### src/rtl/lin_cks_seq_if.sv
// Descriptor, byte-stream handshake and result signals of the LIN checksum sequencer.
// master = frame controller / byte framer side, slave = lin_cks_seq.
interface lin_cks_seq_if;
  logic       start;
  logic [7:0] pid;
  logic [3:0] dlen;
  logic       enhanced;
  logic       rx;
  logic       abort;
  logic       byte_vld;
  logic [7:0] byte_in;
  logic       byte_rdy;
  logic       busy;
  logic       cks_vld;
  logic [7:0] cks_out;
  logic       cks_ok;
  logic       err_len;

  modport master (
    output start, pid, dlen, enhanced, rx, abort, byte_vld, byte_in,
    input  byte_rdy, busy, cks_vld, cks_out, cks_ok, err_len
  );

  modport slave (
    input  start, pid, dlen, enhanced, rx, abort, byte_vld, byte_in,
    output byte_rdy, busy, cks_vld, cks_out, cks_ok, err_len
  );
endinterface

### src/rtl/lin_cks_seq.sv
// LIN frame checksum sequencer: end-around-carry sum of PID/data, TX generate or RX check.
// Optional macro LIN_CKS_PID_FILTER_EN forces classic checksum for diagnostic IDs 0x3C/0x3D.
module lin_cks_seq #(
  parameter int unsigned MAX_DLEN = 8
) (
  input  logic          clk,
  input  logic          reset,
  lin_cks_seq_if.slave  bus
);

  typedef enum logic [1:0] {IDLE, DATA, CKS, DONE} state_t;

  state_t     state_q, state_d;
  logic [7:0] acc_q, acc_d;
  logic [3:0] cnt_q, cnt_d;
  logic [3:0] dlen_q, dlen_d;
  logic       rx_q, rx_d;
  logic [7:0] cks_out_q, cks_out_d;
  logic       cks_ok_q, cks_ok_d;
  logic       cks_vld_q, cks_vld_d;
  logic       err_len_q, err_len_d;
  logic       byte_rdy_q, byte_rdy_d;
  logic       busy_q, busy_d;

  logic       enhanced_eff;
  logic       dlen_legal;
  logic       accept;
  logic [8:0] sum;
  logic [7:0] acc_add;
  logic [3:0] cnt_inc;

`ifdef LIN_CKS_PID_FILTER_EN
  assign enhanced_eff = bus.enhanced &
                        ~((bus.pid[5:0] == 6'h3C) | (bus.pid[5:0] == 6'h3D));
`else
  assign enhanced_eff = bus.enhanced;
`endif

  assign dlen_legal = (bus.dlen != 4'd0) && (32'(bus.dlen) <= MAX_DLEN);
  assign accept     = bus.byte_vld & byte_rdy_q;
  assign sum        = {1'b0, acc_q} + {1'b0, bus.byte_in};
  // Carry folds back in; cannot overflow again since s[8]=1 implies s[7:0] <= 0xFE.
  assign acc_add    = sum[7:0] + {7'd0, sum[8]};
  assign cnt_inc    = cnt_q + 4'd1;

  always_comb begin
    state_d   = state_q;
    acc_d     = acc_q;
    cnt_d     = cnt_q;
    dlen_d    = dlen_q;
    rx_d      = rx_q;
    cks_out_d = cks_out_q;
    cks_ok_d  = cks_ok_q;
    err_len_d = 1'b0;

    if (bus.abort) begin
      state_d = IDLE;
    end else begin
      unique case (state_q)
        IDLE: begin
          if (bus.start) begin
            if (dlen_legal) begin
              acc_d    = enhanced_eff ? bus.pid : 8'h00;
              cnt_d    = '0;
              dlen_d   = bus.dlen;
              rx_d     = bus.rx;
              cks_ok_d = 1'b0;
              state_d  = DATA;
            end else begin
              err_len_d = 1'b1;
            end
          end
        end
        DATA: begin
          if (accept) begin
            acc_d = acc_add;
            cnt_d = cnt_inc;
            if (cnt_inc == dlen_q) begin
              if (rx_q) begin
                state_d = CKS;
              end else begin
                cks_out_d = ~acc_add;
                state_d   = DONE;
              end
            end
          end
        end
        CKS: begin
          if (accept) begin
            cks_out_d = ~acc_q;
            cks_ok_d  = (bus.byte_in == ~acc_q);
            state_d   = DONE;
          end
        end
        DONE: state_d = IDLE;
        default: state_d = IDLE;
      endcase
    end

    cks_vld_d  = (state_d == DONE);
    byte_rdy_d = (state_d == DATA) || (state_d == CKS);
    busy_d     = (state_d != IDLE);
  end

  always_ff @(posedge clk) begin
    if (reset) begin
      state_q    <= IDLE;
      acc_q      <= '0;
      cnt_q      <= '0;
      dlen_q     <= '0;
      rx_q       <= 1'b0;
      cks_out_q  <= '0;
      cks_ok_q   <= 1'b0;
      cks_vld_q  <= 1'b0;
      err_len_q  <= 1'b0;
      byte_rdy_q <= 1'b0;
      busy_q     <= 1'b0;
    end else begin
      state_q    <= state_d;
      acc_q      <= acc_d;
      cnt_q      <= cnt_d;
      dlen_q     <= dlen_d;
      rx_q       <= rx_d;
      cks_out_q  <= cks_out_d;
      cks_ok_q   <= cks_ok_d;
      cks_vld_q  <= cks_vld_d;
      err_len_q  <= err_len_d;
      byte_rdy_q <= byte_rdy_d;
      busy_q     <= busy_d;
    end
  end

  assign bus.byte_rdy = byte_rdy_q;
  assign bus.busy     = busy_q;
  assign bus.cks_vld  = cks_vld_q;
  assign bus.cks_out  = cks_out_q;
  assign bus.cks_ok   = cks_ok_q;
  assign bus.err_len  = err_len_q;

endmodule

### src/flat_wrapper.sv
// flat-port wrapper written by rule: the top's interface ports become plain ports
module lin_cks_seq_flat 
#(
  parameter int unsigned MAX_DLEN = 8
)
  (clk, reset, bus_start, bus_pid, bus_dlen, bus_enhanced, bus_rx, bus_abort, bus_byte_vld, bus_byte_in, bus_byte_rdy, bus_busy, bus_cks_vld, bus_cks_out, bus_cks_ok, bus_err_len);
  lin_cks_seq_if bus_i ();
  input  logic clk;
  input  logic reset;
  input wire logic [$bits(bus_i.start)-1:0] bus_start;
  input wire logic [$bits(bus_i.pid)-1:0] bus_pid;
  input wire logic [$bits(bus_i.dlen)-1:0] bus_dlen;
  input wire logic [$bits(bus_i.enhanced)-1:0] bus_enhanced;
  input wire logic [$bits(bus_i.rx)-1:0] bus_rx;
  input wire logic [$bits(bus_i.abort)-1:0] bus_abort;
  input wire logic [$bits(bus_i.byte_vld)-1:0] bus_byte_vld;
  input wire logic [$bits(bus_i.byte_in)-1:0] bus_byte_in;
  output wire logic [$bits(bus_i.byte_rdy)-1:0] bus_byte_rdy;
  output wire logic [$bits(bus_i.busy)-1:0] bus_busy;
  output wire logic [$bits(bus_i.cks_vld)-1:0] bus_cks_vld;
  output wire logic [$bits(bus_i.cks_out)-1:0] bus_cks_out;
  output wire logic [$bits(bus_i.cks_ok)-1:0] bus_cks_ok;
  output wire logic [$bits(bus_i.err_len)-1:0] bus_err_len;
  assign bus_i.start = bus_start;
  assign bus_i.pid = bus_pid;
  assign bus_i.dlen = bus_dlen;
  assign bus_i.enhanced = bus_enhanced;
  assign bus_i.rx = bus_rx;
  assign bus_i.abort = bus_abort;
  assign bus_i.byte_vld = bus_byte_vld;
  assign bus_i.byte_in = bus_byte_in;
  assign bus_byte_rdy = bus_i.byte_rdy;
  assign bus_busy = bus_i.busy;
  assign bus_cks_vld = bus_i.cks_vld;
  assign bus_cks_out = bus_i.cks_out;
  assign bus_cks_ok = bus_i.cks_ok;
  assign bus_err_len = bus_i.err_len;
  lin_cks_seq #(.MAX_DLEN(MAX_DLEN)) u_core (.clk(clk), .reset(reset), .bus(bus_i));
endmodule
### config.mk
export PLATFORM = sky130hd
export DESIGN_NAME = lin_cks_seq_flat
export DESIGN_NICKNAME = d
export VERILOG_FILES = /design/src/rtl/lin_cks_seq_if.sv /design/src/rtl/lin_cks_seq.sv /design/src/flat_wrapper.sv
export SDC_FILE = /design/constraint.sdc
export NUM_CORES = 1
export LEC_CHECK = 0
export CAP_MARGIN = 20
export CELL_PAD_IN_SITES_DETAIL_PLACEMENT = 1
export CELL_PAD_IN_SITES_GLOBAL_PLACEMENT = 1
export CORE_UTILIZATION = 39
export DETAILED_ROUTE_END_ITERATION = 8
export GPL_TIMING_DRIVEN = 0
export PLACE_DENSITY = 0.83
export SLEW_MARGIN = 20
export SYNTH_ARGS = -nofsm -noshare
export SYNTH_HDL_FRONTEND = slang
export SYNTH_SLANG_ARGS = --single-unit
### constraint.sdc
create_clock -name clk -period 4.08 [get_ports clk]
set_input_delay 1.224 -clock clk [delete_from_list [all_inputs] [get_ports clk]]
set_output_delay 1.224 -clock clk [all_outputs]
set_load 0.05 [all_outputs]
==> metrics.cfg, run 1 <==
[run_status]
status = complete, no violations

[timing]
post-route-period-util_pct = 94.2
period_needed_ps = 3840
clock_skew_ps = 7.95
fmax_mhz = 260
worst_hold_slack_ps = 463
grt_setup_unrepaired = no
finalHoldViolCount = 0
final-max-slew-violation-count = 0
setup_tns_ps = 0
setup-violations-final = 0
max-slew-margin-rel_pct = 60.9
worstMarginPinSlew_ps = 586

[clock_network]
cts_buffer_depth = 2
cts_made_buffers = 5
cts_tree = done
postCtsHoldBufs = 0
cts_resized = 0
cts.clk_slew.worst_paths_ps = 80
clkLatencyLatePin_ps = 290
numClockSinks = 32
cts_root_buf = clkbuf_8
htreeDepth = 2
post_cts_buffers = 0

[worst_setup_path]
slowest_delay_ps = 430
cpLargestDelayFamily = simple AND/OR/NAND/NOR gates
critPathBufInv = 2
path_depth = 14
r2r_cells = 13
slowest_stage = clkdlybuf4s50_1
cp_max_fo = 8
timing.rr.start = u_core.acc_q[3]
end_kind = register
worst_path_most_repeated_cell = nand2_1
crit_path_start_kind = input port
critical_path_arrival_ps = 4040
setup.worst_path.class = input port to register
cp.required_ps = 4270
worstSetupStartpoint = bus_byte_in[3]
cp_cell_sequence = clkdlybuf4s50_1 > ha_1 > buf_2 > nand3_1 > a21o_1 > nand2_1 > nand2_1 > nand2_1 > ha_1 > nand3_1 > nor3_1 > nand4bb_1 > xnor2_1 > o31a_1

[power_and_ir_drop]
pwr-share-clk_pct = 32.3
cellPowerDensity_nw_per_um2 = 286
leakage_uw = 0.00109
irDropWorstVdd_mv = 0.138
intPower_uw = 529
combPwrFrac_pct = 25.7
switching_share_pct = 32.7
p_sw_uw = 257
seq_power_share_pct = 42.0

[die]
coreArea_sq_um = 5270
chipWidth_um = 77.1
io_pins = 40
fp-row-count = 26
start_util_pct = 41.8
dieHeight_um = 77.1
die_area_sq_um = 5950

[synth]
synth_area_sq_um = 2200
synth_ff_type = dfxtp_1
synthArstFlopShare_pct = 0
synth.avg_cell_area_sq_um = 8.27
synth_cell_types = 62
ys_ff_latch = 32
synth_edf_count = 0
seq_area_frac_synth_pct = 29.1
yosys_warnings = 0
syn-num-nets = 306
syn_inst = 266

[finish]
final_nets = 350
n_fill_cell = 655
stdcell_area_sq_um = 2750
multi_input_area_sq_um = 1440
layout-drive-gt1-share_pct = 7.72
seqCellArea_sq_um = 641
antennaDiodeCount = 0
syn2layout_area_growth_pct = 25.0

[grt]
antenna_found_initial = 0
grt_pass1_vias = 2209
grt_use_total_pct = 23.9
gr-total-overflow = 0
grt_max_degree = 13
grt_pass1_wl_mm = 11.1

[place]
portBuffers = 37
hpwl_mm = 5.11
finalWeightedCongestion = 0.842
dpl_cell_area_sq_um = 2660

[detailed_routing]
avgRoutedWirePerCell_um = 17.4
avgViaCountPerCell = 5.74
ant_nets = 0
drcViolationCount = 0
num_vias = 2188
totalWireLength_mm = 6.63
drt_iter0_drc = 91
drtPass1Iterations = 4

[worst_hold_path]
min_from = u_core.bus.cks_ok
min_path_type = register to register
whs_path_depth = 2

[flow_run]
maxCapViolations = 0

## cells in the mapped netlist, types with 2 or more instances
library cell / count / share of area, %
nand2b_1: 3 / 0.85
o211a_1: 2 / 0.91
clkbuf_1: 9 / 1.5
ha_1: 12 / 6.8
a211oi_1: 3 / 1.0
nand2_1: 15 / 2.6
o2111ai_1: 2 / 0.80
nand3b_1: 3 / 1.0
and2_1: 2 / 0.57
nor2_1: 20 / 3.4
a31oi_1: 4 / 1.1
xor2_1: 5 / 2.0
nand3_1: 12 / 2.7
nand4_1: 2 / 0.57
xnor2_1: 7 / 2.8
a21boi_0: 2 / 0.68
a21o_1: 5 / 1.7
nor2b_1: 7 / 2.0
o21ai_1: 7 / 1.6
a311o_1: 2 / 0.91
a21oi_1: 19 / 4.3
and3_1: 3 / 0.85
inv_1: 7 / 1.2
nor4_1: 3 / 0.85
mux2i_1: 9 / 4.1
or2_1: 2 / 0.57
nor3_1: 8 / 1.8
o31a_1: 3 / 1.2
nor3b_1: 4 / 1.4
a2111oi_0: 3 / 1.2
o211ai_1: 4 / 1.4
buf_2: 6 / 1.4
o21ai_0: 10 / 2.3
dfxtp_1: 32 / 29
a311oi_1: 2 / 0.80
## layer usage
metal  wire length [um]  GRT usage (%)
met1               3210           32.6
met2               3110           38.5
met4                 99           5.85
met3                215           4.52
met5                  0              0
## layout make-up
class,instances,area share (%)
Multi-Input combinational cell,208,52.5
Sequential cell,32,23.3
Timing Repair Buffer,37,13.5
Tap cell,70,3.18
Buffer,18,3.14
Clock buffer,5,2.50
Inverter,8,1.09
Clock inverter,3,0.864
## power groups by stage
stage          Clock, uW  Combinational [uW]  Sequential, uW
5_1_grt              278                 223             331
3_3_place_gp           0                 194             337
6_report             254                 202             330
3_5_place_dp           0                 199             337
4_1_cts              260                 201             330
2_1_floorplan          0                 125             340
## stage by stage
| stage | utilization [%] | cells | setup slack (ps) | power (uW) |
|---|---|---|---|---|
| 5_1_grt | 52.2 | 381 | 49.5 | 832 |
| 3_3_place_gp | 50.5 | 373 | 59.6 | 531 |
| 2_1_floorplan | - | 266 | 799 | 465 |
| 4_1_cts | 52.2 | 381 | 233 | 791 |
| 6_report | 52.2 | 381 | 235 | 786 |
| 3_5_place_dp | 50.5 | 373 | -75.9 | 536 |
## layout by cell type (no fill, tap or decap), types with 9 or more instances in the layout
| master | n |
|---|---|
| clkdlybuf4s50_1 | 37 |
| dfxtp_1 | 32 |
| nor2_1 | 20 |
| a21oi_1 | 19 |
| nand2_1 | 15 |
| nand3_1 | 12 |
| ha_1 | 12 |
| o21ai_0 | 10 |
| clkbuf_1 | 9 |
| mux2i_1 | 9 |
## path summary, 6_finish.rpt
check / end / slack (ps)
worst max-delay path: u_core.acc_q[7] / 240
worst min-delay path: u_core.bus.cks_ok / 460
worst max register to register: u_core.acc_q[7] / 1290
worst min register to register: u_core.bus.cks_ok / 460
## cells by family (layout without fill, tap and decap cells)
kind of cell             Yosys count  count (layout)  synth area share, %
adder cells (fa/ha/maj)           13              13                 7.73
AO/OA/AOI/OAI                     77              77                 23.9
buffers and inverters             26              71                 5.29
AND/OR/NAND/NOR                   95              95                 23.5
flip-flops                        32              32                 29.1
multiplexers                      10              10                 4.61
XOR/XNOR                          13              13                 5.80
## tightest hold or removal path, cell delays in order (launching register included)
cell and delay (ps):
dfxtp_1 310, nand2_1 50, a21oi_1 50
## flip-flops by register name, summed over array words and instances (netlist names)
| name | flops |
|---|---|
| u_core.acc_q | 8 |
| u_core.bus.cks_out | 8 |
| u_core.cnt_q | 4 |
| u_core.dlen_q | 4 |
| u_core.state_q | 2 |
| u_core.bus.busy | 1 |
| u_core.bus.byte_rdy | 1 |
| u_core.bus.cks_ok | 1 |
| u_core.bus.cks_vld | 1 |
| u_core.bus.err_len | 1 |
| u_core.rx_q | 1 |
Power figures use the tool's default switching activity.
==> inputs of run 2 (changes only) <==
Settings changed: PLACE_DENSITY 0.83 to default, PLACE_DENSITY_LB_ADDON from default to 0.1.
==> run 2 against run 1 <==
Sequential share of layout area shrank 0.13 points. Largest power group unchanged. Register-to-register slack is essentially flat. Critical path depth is the same. Clock skew shrank 2.9 ps. Critical path type unchanged. Critical endpoint unchanged. Count of clock-buffer cells in the layout grew 1. Design area grew 0.55%.
==> metrics.cfg, run 2 (synthesized netlist as in run 1, its figures left out) <==
[run_status]
status = complete, no violations

[clock_network]
numClockSinks = 32
postCtsHoldBufs = 0
cts_resized = 0
cts_root_buf = clkbuf_8
cts_tree = done
htreeDepth = 2
post_cts_buffers = 0
cts_made_buffers = 5
cts.clk_slew.worst_paths_ps = 70
cts_buffer_depth = 2
clkLatencyLatePin_ps = 290

[detailed_routing]
avgViaCountPerCell = 5.67
totalWireLength_mm = 6.43
drtPass1Iterations = 4
num_vias = 2162
ant_nets = 0
drt_iter0_drc = 80
drcViolationCount = 0
avgRoutedWirePerCell_um = 16.9

[finish]
mostFrequentLayoutCells = clkdlybuf4s50_1, dfxtp_1, nor2_1
syn2layout_area_growth_pct = 25.7
utilization_pct = 52.5
final_nets = 350
layout_commonest_cell = clkdlybuf4s50_1
antennaDiodeCount = 0
layout-drive-gt1-share_pct = 7.40

[place]
hpwl_mm = 4.84
portBuffers = 37
finalWeightedCongestion = 0.828

[worst_setup_path]
slowest_delay_ps = 500
crit_path_start_kind = input port
cp_max_fo = 6
slowest_stage = clkdlybuf4s50_1
cp.required_ps = 4250
critical_path_arrival_ps = 4020
end_kind = register
setup.worst_path.class = input port to register
cp_cell_sequence = clkdlybuf4s50_1 > ha_1 > fa_1 > nand3_1 > a21o_1 > nand2_1 > nand2_1 > nand2_1 > ha_1 > nand3_1 > nor3_1 > nand4bb_1 > xnor2_1 > o31a_1
worst_path_most_repeated_cell = nand2_1

[timing]
post-route-period-util_pct = 94.2
worst_hold_slack_ps = 464
setup-violations-final = 0
fmax_mhz = 260
max-slew-margin-rel_pct = 62.1
setup_tns_ps = 0
worstMarginPinSlew_ps = 568
final-max-slew-violation-count = 0
period_needed_ps = 3840
finalHoldViolCount = 0
clock_skew_ps = 5.08
grt_setup_unrepaired = no

[power_and_ir_drop]
leakage_uw = 0.00111
cellPowerDensity_nw_per_um2 = 302
irDropWorstVdd_mv = 0.189

[grt]
grt_pass1_wl_mm = 10.8
grt_use_total_pct = 23.1
gr-total-overflow = 0
antenna_found_initial = 0
grt_pass1_vias = 2246
grt_max_degree = 11

[die]
io_pins = 40
dieHeight_um = 77.1
die_area_sq_um = 5950
chipWidth_um = 77.1
start_util_pct = 41.8
fp-row-count = 26
coreArea_sq_um = 5270

[flow_run]
maxCapViolations = 0

[worst_hold_path]
min_path_type = register to register

[run 2: changes by cell type in the layout (fill, tap and decap cells not counted)]
cell and delta:
bufinv_16 +1, clkinv_2 +1, clkinv_4 -1, clkinvlp_4 -2, clkbuf_1 +1
[run 2: cell type report]
class                           instances  area (sq um)
Multi-Input combinational cell        208          1440
Sequential cell                        32           641
Tap cell                               70          87.6
Buffer                                 18          86.3
Clock inverter                          2          35.0
Fill cell                             669          2500
Clock buffer                            6          72.6
Timing Repair Buffer                   37           370
Inverter                                8          30.0
[run 2: path summary, 6_finish.rpt]
check,from,cells past startpoint,to,slack (ps)
min reg2reg,u_core.bus.cks_ok,2,u_core.bus.cks_ok,460
max,bus_byte_in[0],14,u_core.acc_q[7],240
min,u_core.bus.cks_ok,2,u_core.bus.cks_ok,460
max reg2reg,u_core.acc_q[0],13,u_core.acc_q[7],1300
[run 2: metrics by stage]
stage,worst slack [ps],power (uW),cells,cell area (sq um)
2_1_floorplan,799,465,266,2200
3_3_place_gp,21.2,531,373,2660
3_5_place_dp,-48.2,535,373,2660
4_1_cts,211,844,381,2770
5_1_grt,18.5,884,381,2770
6_report,237,836,381,2770
[run 2: routing by layer]
layer  up-vias  wire (um)  track usage [%]  part of all wire [%]
li1       1069          -                -                     -
met1      1045       2840             26.7                    44
met2        38       3290             42.1                    51
met3        10        217             4.76                   3.4
met4         0         75             7.36                   1.2
met5         -          0                0                     0
[run 2: report_power, final]
part           leakage (uW)  switching, uW  total (uW)  internal [uW]
Combinational      0.000792            113         200           86.9
Clock             0.0000552            125         306            181
Sequential         0.000260           8.66         330            322
Total               0.00111            246         836            590
[run 2: worst max-delay path, delay by kind of cell]
family / cells / cell delay [ps]
simple gates: 7 / 980
fa+ha+maj: 3 / 640
buf+inv: 1 / 500
xor+xnor: 1 / 180
compound gates: 2 / 470
